### src/rtl/sched_pkg.sv
// Shared types and encodings for the divergent per-core scheduler.
package sched_pkg;

    typedef enum logic [2:0] {
        ST_IDLE    = 3'd0,
        ST_FETCH   = 3'd1,
        ST_DECODE  = 3'd2,
        ST_REQUEST = 3'd3,
        ST_WAIT    = 3'd4,
        ST_EXECUTE = 3'd5,
        ST_UPDATE  = 3'd6,
        ST_DONE    = 3'd7
    } core_state_t;

    localparam logic [2:0] FETCHER_FETCHED = 3'b010;
    localparam logic [1:0] LSU_REQUESTING  = 2'b01;
    localparam logic [1:0] LSU_WAITING     = 2'b10;

endpackage

### src/rtl/scheduler_pc_select.sv
// Finds the lowest PC among pending threads and the group of threads sitting at it.
module scheduler_pc_select #(
    parameter int unsigned THREADS_PER_BLOCK = 4,
    parameter int unsigned PC_BITS           = 8
) (
    input  logic [PC_BITS*THREADS_PER_BLOCK-1:0] thread_pc,
    input  logic [THREADS_PER_BLOCK-1:0]         pending,
    output logic [PC_BITS-1:0]                   min_pc_c,
    output logic [THREADS_PER_BLOCK-1:0]         group_mask_c,
    output logic                                 any_pending_c
);

    logic [PC_BITS-1:0] best;
    logic               found;

    // Linear min reduction; the first pending thread seeds the running minimum.
    always_comb begin
        best  = '0;
        found = 1'b0;
        for (int i = 0; i < int'(THREADS_PER_BLOCK); i++) begin
            if (pending[i] && (!found || (thread_pc[i*PC_BITS +: PC_BITS] < best))) begin
                best  = thread_pc[i*PC_BITS +: PC_BITS];
                found = 1'b1;
            end
        end
    end

    always_comb begin
        group_mask_c = '0;
        for (int i = 0; i < int'(THREADS_PER_BLOCK); i++) begin
            group_mask_c[i] = pending[i] && (thread_pc[i*PC_BITS +: PC_BITS] == best);
        end
    end

    assign min_pc_c      = best;
    assign any_pending_c = found;

endmodule

### src/rtl/divergent_scheduler.sv
// Per-core control FSM with per-thread PCs; reconverges divergent threads by always issuing the minimum PC.
module divergent_scheduler
    import sched_pkg::*;
#(
    parameter int unsigned THREADS_PER_BLOCK = 4,
    parameter int unsigned PC_BITS           = 8,
    parameter int unsigned TC_BITS           = $clog2(THREADS_PER_BLOCK) + 1
) (
    input  logic                                 clk,
    input  logic                                 reset,
    input  logic                                 start,
    input  logic [TC_BITS-1:0]                   thread_count,
    input  logic                                 decoded_mem_read_enable,
    input  logic                                 decoded_mem_write_enable,
    input  logic                                 decoded_ret,
    input  logic [2:0]                           fetcher_state,
    input  logic [2*THREADS_PER_BLOCK-1:0]       lsu_state,
    input  logic [PC_BITS*THREADS_PER_BLOCK-1:0] next_pc,
    output logic [PC_BITS-1:0]                   current_pc,
    output logic [THREADS_PER_BLOCK-1:0]         thread_enable,
    output logic [2:0]                           core_state,
    output logic                                 done
);

    localparam int unsigned T  = THREADS_PER_BLOCK;
    localparam int unsigned PW = PC_BITS * THREADS_PER_BLOCK;

    core_state_t     state_q, state_d;
    logic [PC_BITS-1:0] current_pc_q, current_pc_d;
    logic [T-1:0]    enable_q, enable_d;
    logic            done_q, done_d;
    logic [PW-1:0]   thread_pc_q, thread_pc_d, thread_pc_upd;
    logic [T-1:0]    finished_q, finished_d, finished_upd;

    logic [T-1:0]       live;
    logic               lsu_busy;
    logic [PC_BITS-1:0] sel_min_pc;
    logic [T-1:0]       sel_group;
    logic               sel_any;

    // Memory-op flags are informational only; the LSU states already gate WAIT.
    logic unused_mem_flags;
    assign unused_mem_flags = decoded_mem_read_enable ^ decoded_mem_write_enable;

    always_comb begin
        live = '0;
        for (int i = 0; i < int'(T); i++) begin
            live[i] = 32'(thread_count) > 32'(i);
        end
    end

    // Only enabled threads can hold the core in WAIT.
    always_comb begin
        lsu_busy = 1'b0;
        for (int i = 0; i < int'(T); i++) begin
            if (enable_q[i] && ((lsu_state[2*i +: 2] == LSU_REQUESTING) ||
                                (lsu_state[2*i +: 2] == LSU_WAITING))) begin
                lsu_busy = 1'b1;
            end
        end
    end

    // Post-UPDATE per-thread view, used both for commit and for next-PC selection.
    always_comb begin
        thread_pc_upd = thread_pc_q;
        finished_upd  = finished_q;
        for (int i = 0; i < int'(T); i++) begin
            if (enable_q[i]) begin
                if (decoded_ret) begin
                    finished_upd[i] = 1'b1;
                end else begin
                    thread_pc_upd[i*PC_BITS +: PC_BITS] = next_pc[i*PC_BITS +: PC_BITS];
                end
            end
        end
    end

    scheduler_pc_select #(
        .THREADS_PER_BLOCK (T),
        .PC_BITS           (PC_BITS)
    ) u_pc_select (
        .thread_pc     (thread_pc_upd),
        .pending       (~finished_upd),
        .min_pc_c      (sel_min_pc),
        .group_mask_c  (sel_group),
        .any_pending_c (sel_any)
    );

    always_comb begin
        state_d      = state_q;
        current_pc_d = current_pc_q;
        enable_d     = enable_q;
        done_d       = done_q;
        thread_pc_d  = thread_pc_q;
        finished_d   = finished_q;
        case (state_q)
            ST_IDLE: begin
                if (start) begin
                    finished_d  = ~live;
                    thread_pc_d = '0;
                    if (|live) begin
                        current_pc_d = '0;
                        enable_d     = live;
                        state_d      = ST_FETCH;
                    end else begin
                        done_d  = 1'b1;
                        state_d = ST_DONE;
                    end
                end
            end
            ST_FETCH: begin
                if (fetcher_state == FETCHER_FETCHED) state_d = ST_DECODE;
            end
            ST_DECODE:  state_d = ST_REQUEST;
            ST_REQUEST: state_d = ST_WAIT;
            ST_WAIT: begin
                if (!lsu_busy) state_d = ST_EXECUTE;
            end
            ST_EXECUTE: state_d = ST_UPDATE;
            ST_UPDATE: begin
                thread_pc_d = thread_pc_upd;
                finished_d  = finished_upd;
                if (!sel_any) begin
                    done_d   = 1'b1;
                    enable_d = '0;
                    state_d  = ST_DONE;
                end else begin
                    current_pc_d = sel_min_pc;
                    enable_d     = sel_group;
                    state_d      = ST_FETCH;
                end
            end
            ST_DONE: state_d = ST_DONE;
            default: state_d = ST_IDLE;
        endcase
    end

    always_ff @(posedge clk) begin
        if (reset) begin
            state_q      <= ST_IDLE;
            current_pc_q <= '0;
            enable_q     <= '0;
            done_q       <= 1'b0;
            thread_pc_q  <= '0;
            finished_q   <= '1;
        end else begin
            state_q      <= state_d;
            current_pc_q <= current_pc_d;
            enable_q     <= enable_d;
            done_q       <= done_d;
            thread_pc_q  <= thread_pc_d;
            finished_q   <= finished_d;
        end
    end

    assign current_pc    = current_pc_q;
    assign thread_enable = enable_q;
    assign core_state    = 3'(state_q);
    assign done          = done_q;

endmodule
### config.mk
export PLATFORM = sky130hd
export DESIGN_NAME = divergent_scheduler
export DESIGN_NICKNAME = d
export VERILOG_FILES = /design/src/rtl/sched_pkg.sv /design/src/rtl/scheduler_pc_select.sv /design/src/rtl/divergent_scheduler.sv
export SDC_FILE = /design/constraint.sdc
export NUM_CORES = 1
export LEC_CHECK = 0
export CORE_UTILIZATION = 48
export CTS_CLUSTER_SIZE = 10
export DETAILED_ROUTE_END_ITERATION = 10
export PLACE_DENSITY = 0.74
export SYNTH_ARGS = -nofsm -noshare
export SYNTH_HDL_FRONTEND = slang
export SYNTH_SLANG_ARGS = --single-unit
### constraint.sdc
create_clock -name clk -period 10.8 [get_ports clk]
set_input_delay 1.08 -clock clk [delete_from_list [all_inputs] [get_ports clk]]
set_output_delay 1.08 -clock clk [all_outputs]
set_load 0.01 [all_outputs]
==> results of run 1 <==
==> synth_stat cells (8+ instances only) <==
| master | instances |
|---|---|
| nor2_1 | 65 |
| dfxtp_1 | 52 |
| a22oi_1 | 37 |
| mux2i_1 | 32 |
| a21oi_1 | 24 |
| xnor2_1 | 22 |
| ha_1 | 21 |
| inv_1 | 21 |
| clkbuf_1 | 16 |
| o21ai_0 | 16 |
| nand2_1 | 13 |
| nand2b_1 | 11 |
| nor3_1 | 10 |
| mux2_2 | 9 |
| o22a_1 | 8 |
| xor2_1 | 8 |
==> cell type report <==
cell class,instances,share of cell area [%]
Tap cell,102,2.73
Clock buffer,6,1.55
Multi-Input combinational cell,359,55.8
Inverter,21,1.69
Sequential cell,52,22.3
Timing Repair Buffer,76,15.6
Clock inverter,2,0.348
==> cell families (layout without fill, tap and decap cells) <==
| family | Yosys count | after routing |
|---|---|---|
| compound gates | 131 | 131 |
| xor+xnor | 30 | 30 |
| fa+ha+maj | 21 | 21 |
| buf+inv | 43 | 105 |
| flops | 52 | 52 |
| mux | 48 | 48 |
| simple gates | 129 | 129 |
==> power by group through the flow <==
stage	clock (W)	combinational (W)	sequential [W]
3_5_place_dp	0	0.000363	0.000237
4_1_cts	0.000119	0.000365	0.000233
6_report	0.000117	0.000373	0.000233
3_3_place_gp	0	0.000354	0.000236
2_1_floorplan	0	0.000257	0.000230
5_1_grt	0.000127	0.000403	0.000238
==> sequential cells by signal, indices dropped and copies added (netlist names) <==
| name | cells |
|---|---|
| core_state | 3 |
| current_pc | 8 |
| done | 1 |
| finished_q | 4 |
| thread_enable | 4 |
| thread_pc_q | 32 |
==> stage by stage <==
stage | cells | hold WS [ns] | area [µm²] | power [W]
2_1_floorplan | 454 | 0.436 | 3830 | 0.000486
3_3_place_gp | 610 | 0.443 | 4580 | 0.000590
3_5_place_dp | 610 | 0.454 | 4580 | 0.000601
4_1_cts | 618 | 0.477 | 4670 | 0.000717
5_1_grt | 618 | 0.503 | 4670 | 0.000767
6_report | 618 | 0.477 | 4670 | 0.000723
==> cell usage in the layout (no fill, tap or decap), drive strengths merged, types with 10 or more instances in the layout <==
cell           Yosys  layout
mux2              13      13
xnor2             22      22
mux2i             35      35
o21ai             17      17
buf                6      12
a22oi             37      37
ha                21      21
inv               21      21
nor2              65      65
nor3              10      10
nand2             13      13
a21oi             25      25
clkdlybuf4s50      0      64
nand2b            11      11
dfxtp             52      52
==> worst max path at each step <==
| stage | start | end | cells after the start | slack, ns |
|---|---|---|---|---|
| after floorplan | decoded_ret | thread_enable[2]$_SDFFE_PP0P_ | 27 | 2.83 |
| after global placement | decoded_ret | thread_enable[1]$_SDFFE_PP0P_ | 27 | 1.30 |
| after detailed placement | decoded_ret | thread_enable[2]$_SDFFE_PP0P_ | 27 | 1.07 |
| after CTS | decoded_ret | thread_enable[2]$_SDFFE_PP0P_ | 27 | 1.38 |
| after global routing | decoded_ret | thread_enable[1]$_SDFFE_PP0P_ | 27 | 0.80 |
| final | decoded_ret | thread_enable[2]$_SDFFE_PP0P_ | 26 | 1.14 |
==> routing by layer <==
metal / global-route usage [%] / vias up / share of wire, %
li1: - / 1791 / -
met1: 37.0 / 1771 / 45
met2: 45.0 / 151 / 46
met3: 4.02 / 19 / 7.0
met4: 7.80 / 0 / 2.2
met5: 0 / - / 0
==> results.json, run 1 <==
{
  "detail-route-antenna-nets": 0,
  "critPathKind": "in2reg",
  "r2r-end": "thread_enable[2]$_SDFFE_PP0P_",
  "cts_max_level": 2,
  "grt_pass1_wl_mm": 18.1,
  "grt_usage_pct": 27.3,
  "seqPwrFrac_pct": 32.2,
  "skew_ns": 0.0105,
  "ys_ff_latch": 52,
  "netlist.top_cell.by_area": "dfxtp_1",
  "die_area_mm2": 0.00833,
  "regArea_mm2": 0.00104,
  "num_vias": 3732,
  "drc_errors": 0,
  "grt-ovfl-total": 0,
  "rows": 32,
  "power_density_mw_per_mm2": 155,
  "startpoint_type": "input port",
  "synth_compound_area_share_pct": 24.8,
  "crit_buf_inv": 3,
  "max-slew-margin-rel_pct": 31.2,
  "synth_top_family_by_area": "compound AO/OA/AOI/OAI gates",
  "grt_pass1_vias": 3535,
  "switching_share_pct": 43.3,
  "switching_power_w": 0.000313,
  "core_mm2": 0.00773,
  "numPortBuffers": 65,
  "cts_setup_buffers": 0,
  "cts-resized-gates": 0,
  "synth_warnings": 0,
  "min_from": "finished_q[3]$_SDFFE_PP1P_",
  "cp_common_cell": "ha_1",
  "syn_to_final_growth_pct": 22.1,
  "finalSetupTns_ns": 0,
  "intPower_w": 0.000410,
  "synth.area.top_cells": "dfxtp_1 27%, mux2i_1 8.4%, a22oi_1 7.3%, ha_1 6.9%, nor2_1 6.4%",
  "drive_gt1_share_pct": 8.53,
  "clock-sinks": 52,
  "finalWirelength_mm": 11.1,
  "synthCells": 454,
  "cts_tree": "built",
  "path_clk_slew_ns": 0.10,
  "drt-initial-drc-count": 376,
  "rsz0062_at_grt": "no",
  "async_flop_share_pct": 0,
  "drv_slew": 0,
  "synth_xor_area_share_pct": 6.86,
  "fp.dieH_um": 91.3,
  "critPathCaptureType": "flip-flop",
  "drtPass1Iterations": 6,
  "antenna_found_initial": 0,
  "leakagePower_nw": 1.74,
  "worstPathMaxFanout": 11,
  "n_fill_cell": 689,
  "critPathMaxStageDelay_ns": 0.78,
  "preCtsSetupSlack_ns": 1.07,
  "fin_nets": 588,
  "p_comb_share_pct": 51.5,
  "final-hold-violation-count": 0,
  "synth_area_per_cell_um2": 8.43,
  "vdd_drop_max_mv": 0.0680,
  "clk_path_buf_depth": 2,
  "r2r_slack_ns": 2.20,
  "synth_nets": 527,
  "yosysTopAreaCellShare_pct": 27.2,
  "crit_slowest_cell": "o31ai_1",
  "cap_violations": 0,
  "cts_root_buffer": "clkbuf_8",
  "start_util_pct": 49.5,
  "synthAdderAreaFrac_pct": 6.86,
  "finalCritPeriodShare_pct": 89.4,
  "chipWidth_um": 91.3,
  "cts_hold_buf": 0,
  "synth_edf_count": 0,
  "r2r_cells": 23,
  "io-pin-count": 68,
  "min_delay_path_depth": 1,
  "synthMuxAreaShare_pct": 13.7,
  "gp_congestion": 0.943,
  "ys_types": 60,
  "hpwlAfterDp_mm": 8.15,
  "min_to": "finished_q[3]$_SDFFE_PP1P_",
  "timing.fmax_mhz": 104,
  "insertion_delay_ns": 0.32,
  "multi_input_area_mm2": 0.00261,
  "outcome": "complete, no violations",
  "wl_per_cell_um": 17.9,
  "ys_seq_area_share_pct": 27.2,
  "hold_class": "reg2reg",
  "required_ns": 11.04,
  "antenna_cells": 0,
  "syn_area_mm2": 0.00383,
  "yosys.area_share.simple_pct": 15.9,
  "setup_ws_ns": 1.14,
  "p_clk_share_pct": 16.2,
  "critPathArrivalTime_ns": 9.90,
  "via_per_inst": 6.04,
  "finalSetupViolCount": 0,
  "grt_max_degree": 54,
  "r2r-start": "thread_enable[1]$_SDFFE_PP0P_",
  "fin_util_pct": 60.5,
  "cts_made_buffers": 5,
  "tightest_slew_ns": 1.03,
  "fin_crit_ns": 9.66,
  "synthFlopType": "dfxtp_1",
  "path_delay_family": "compound AO/OA/AOI/OAI gates"
}
Note: power is estimated with default switching activity, not from simulation.
==> run 2: changes to the inputs <==
--- a/config.mk
+++ b/config.mk
@@ -8,7 +8,9 @@
 export CORE_UTILIZATION = 48
 export CTS_CLUSTER_SIZE = 10
 export DETAILED_ROUTE_END_ITERATION = 10
+export HOLD_SLACK_MARGIN = 0.06
 export PLACE_DENSITY = 0.74
+export SKIP_CTS_REPAIR_TIMING = 1
 export SYNTH_ARGS = -nofsm -noshare
 export SYNTH_HDL_FRONTEND = slang
 export SYNTH_SLANG_ARGS = --single-unit
==> results of run 2 <==
Same layout as run 1: the final DEF is identical, and so are final timing and power.
==> run 3: changes to the inputs <==
--- a/config.mk
+++ b/config.mk
@@ -5,6 +5,7 @@
 export SDC_FILE = /design/constraint.sdc
 export NUM_CORES = 1
 export LEC_CHECK = 0
+export CORE_ASPECT_RATIO = 1.5
 export CORE_UTILIZATION = 48
 export CTS_CLUSTER_SIZE = 10
 export DETAILED_ROUTE_END_ITERATION = 10
==> run 3 against run 2 <==
Compared with the run above:
- wire length down 2.5%
- sequential share of layout area down 0.14 points
- via count down 1.8%
- maximum frequency up 1.0%
- clock-buffer cell count down 1
- non-clock buffer count down 7
- clock skew down 0.0070 ns
- sequential power about the same
==> results.json, run 3 (synthesized netlist as in run 1, its figures left out) <==
{
  "wl_met3_um": 631,
  "worstPathMaxFanout": 11,
  "path_delay_family": "compound AO/OA/AOI/OAI gates",
  "start_util_pct": 50.0,
  "seqPwrFrac_pct": 29.8,
  "switching_power_w": 0.000312,
  "power_density_mw_per_mm2": 166,
  "antenna_found_initial": 0,
  "finalWirelength_mm": 10.8,
  "r2r-start": "thread_enable[0]$_SDFFE_PP0P_",
  "power_w": 0.000782,
  "r2r_slack_ns": 2.29,
  "crit_buf_inv": 2,
  "critPathMaxStageDelay_ns": 0.78,
  "preCtsSetupSlack_ns": 1.11,
  "drt-initial-drc-count": 254,
  "final-hold-violation-count": 0,
  "largest-register": "thread_pc_q",
  "finalSetupViolCount": 0,
  "min_delay_path_depth": 1,
  "wl_met1_mm": 4.26,
  "timing.fmax_mhz": 105,
  "intPower_w": 0.000471,
  "hold_class": "reg2reg",
  "numPortBuffers": 65,
  "rows": 39,
  "die_area_mm2": 0.00834,
  "cap_violations": 0,
  "startpoint_type": "input port",
  "fin_crit_ns": 9.56,
  "clk_path_buf_depth": 2,
  "n_fill_cell": 719,
  "outcome": "complete, no violations",
  "fin_nets": 581,
  "clock-sinks": 52,
  "switching_share_pct": 39.8,
  "cts_root_buffer": "clkbuf_16",
  "gp_congestion": 0.885,
  "dp.cells": 603,
  "num_vias": 3665,
  "grt_max_degree": 54,
  "r2r_cells": 26,
  "critPathArrivalTime_ns": 9.77,
  "cts_made_buffers": 5,
  "finalCritPeriodShare_pct": 88.5,
  "post_layout_nonfiller_instances": 611,
  "path_clk_slew_ns": 0.07,
  "fin_util_pct": 61.4,
  "wl_per_cell_um": 17.7,
  "r2r-end": "thread_enable[2]$_SDFFE_PP0P_",
  "drv_slew": 0,
  "fp.dieH_um": 111,
  "critPathKind": "in2reg",
  "grt_pass1_wl_mm": 17.6,
  "top_layer_used": "met4",
  "max-slew-margin-rel_pct": 31.1,
  "leakagePower_nw": 1.74,
  "critPathCaptureType": "flip-flop",
  "grt-ovfl-total": 0,
  "via_per_inst": 6.00,
  "hpwlAfterDp_mm": 7.93,
  "cp_common_cell": "ha_1",
  "chipWidth_um": 74.9,
  "largest_register_ffs": 32,
  "grt_pass1_vias": 3651,
  "drc_errors": 0,
  "io-pin-count": 68,
  "cts_tree": "built",
  "drtPass1Iterations": 5,
  "antenna_cells": 0,
  "required_ns": 11.01,
  "finalSetupTns_ns": 0,
  "cts_max_level": 2,
  "core_mm2": 0.00766,
  "rsz0062_at_grt": "no",
  "p_comb_share_pct": 46.3,
  "syn_to_final_growth_pct": 22.9,
  "met2_length_mm": 5.44,
  "p_clk_share_pct": 23.9,
  "skew_ns": 0.00343,
  "crit_slowest_cell": "o31ai_1",
  "min_to": "finished_q[3]$_SDFFE_PP1P_",
  "setup_ws_ns": 1.24,
  "insertion_delay_ns": 0.30,
  "detail-route-antenna-nets": 0,
  "min_from": "finished_q[3]$_SDFFE_PP1P_",
  "vdd_drop_max_mv": 0.0991,
  "final_cell_mix": "64 x nor2_1, 64 x clkdlybuf4s50_1, 52 x dfxtp_1",
  "drive_gt1_share_pct": 7.47,
  "tightest_slew_ns": 1.03,
  "grt_usage_pct": 27.5
}
-- run 3: cell count changes in the layout (fill, tap and decap cells not counted), sizes merged --
| cell | delta |
|---|---|
| inv | +1 |
| clkbuf | -1 |
| clkinv | -1 |
| buf | -7 |
| bufinv | +1 |
-- run 3: metrics by stage --
step                cell area, µm²  hold slack (ns)
floorplan                     3830            0.436
global placement              4530            0.444
detailed placement            4530            0.467
CTS                           4700            0.485
global route                  4700            0.503
finish                        4700            0.479
-- run 3: routing by layer --
metal	track usage (%)	up-vias
met4	13.8	0
met2	47.0	139
li1	-	1768
met1	31.7	1726
met3	5.07	32
met5	0	-
-- run 3: power by group through the flow --
stage                     registers (W)  logic, W  clock network, W
after CTS                      0.000233  0.000358          0.000189
after global placement         0.000236  0.000347                 0
after detailed placement       0.000237  0.000356                 0
after global routing           0.000236  0.000396          0.000196
final                          0.000233  0.000362          0.000187
after floorplan                0.000230  0.000257                 0
-- run 3: final cells by class --
| type | instances | area [µm²] | area share (%) |
|---|---|---|---|
| Inverter | 21 | 78.8 | 1.68 |
| Timing Repair Buffer | 69 | 676 | 14.4 |
| Clock buffer | 5 | 125 | 2.66 |
| Clock inverter | 3 | 46.3 | 0.985 |
| Multi-Input combinational cell | 359 | 2610 | 55.5 |
| Tap cell | 102 | 128 | 2.71 |
| Sequential cell | 52 | 1040 | 22.1 |
-- run 3: worst max-delay path by stage --
stage / startpoint / to / slack (ns) / depth (start not counted)
detailed placement: decoded_ret / thread_enable[2]$_SDFFE_PP0P_ / 1.11 / 26
global route: decoded_ret / thread_enable[2]$_SDFFE_PP0P_ / 0.79 / 26
finish: decoded_ret / thread_enable[2]$_SDFFE_PP0P_ / 1.24 / 27
global placement: decoded_ret / thread_enable[2]$_SDFFE_PP0P_ / 1.35 / 26
floorplan: decoded_ret / thread_enable[2]$_SDFFE_PP0P_ / 2.83 / 27
CTS: decoded_ret / thread_enable[2]$_SDFFE_PP0P_ / 1.36 / 26
-- run 3: worst reg2reg max path, stage by stage (launching register included) --
cell       delay (ns)
dfxtp_1          0.45
nor2b_1          0.24
buf_4            0.23
mux2i_1          0.50
nand2b_1         0.18
ha_1             0.24
nand4_1          0.15
nor2_1           0.09
a21boi_1         0.14
o31ai_1          0.78
o22a_1           0.28
ha_1             0.25
a211o_1          0.30
a21oi_1          0.26
o2111ai_1        0.17
o2bb2ai_2        0.22
a21o_1           0.30
mux2_2           0.41
ha_1             0.31
a211oi_1         0.32
nand2_1          0.12
or4_1            0.60
o21ai_4          0.36
mux2i_1          0.76
xnor2_1          0.13
or4_1            0.44
o32ai_2          0.21
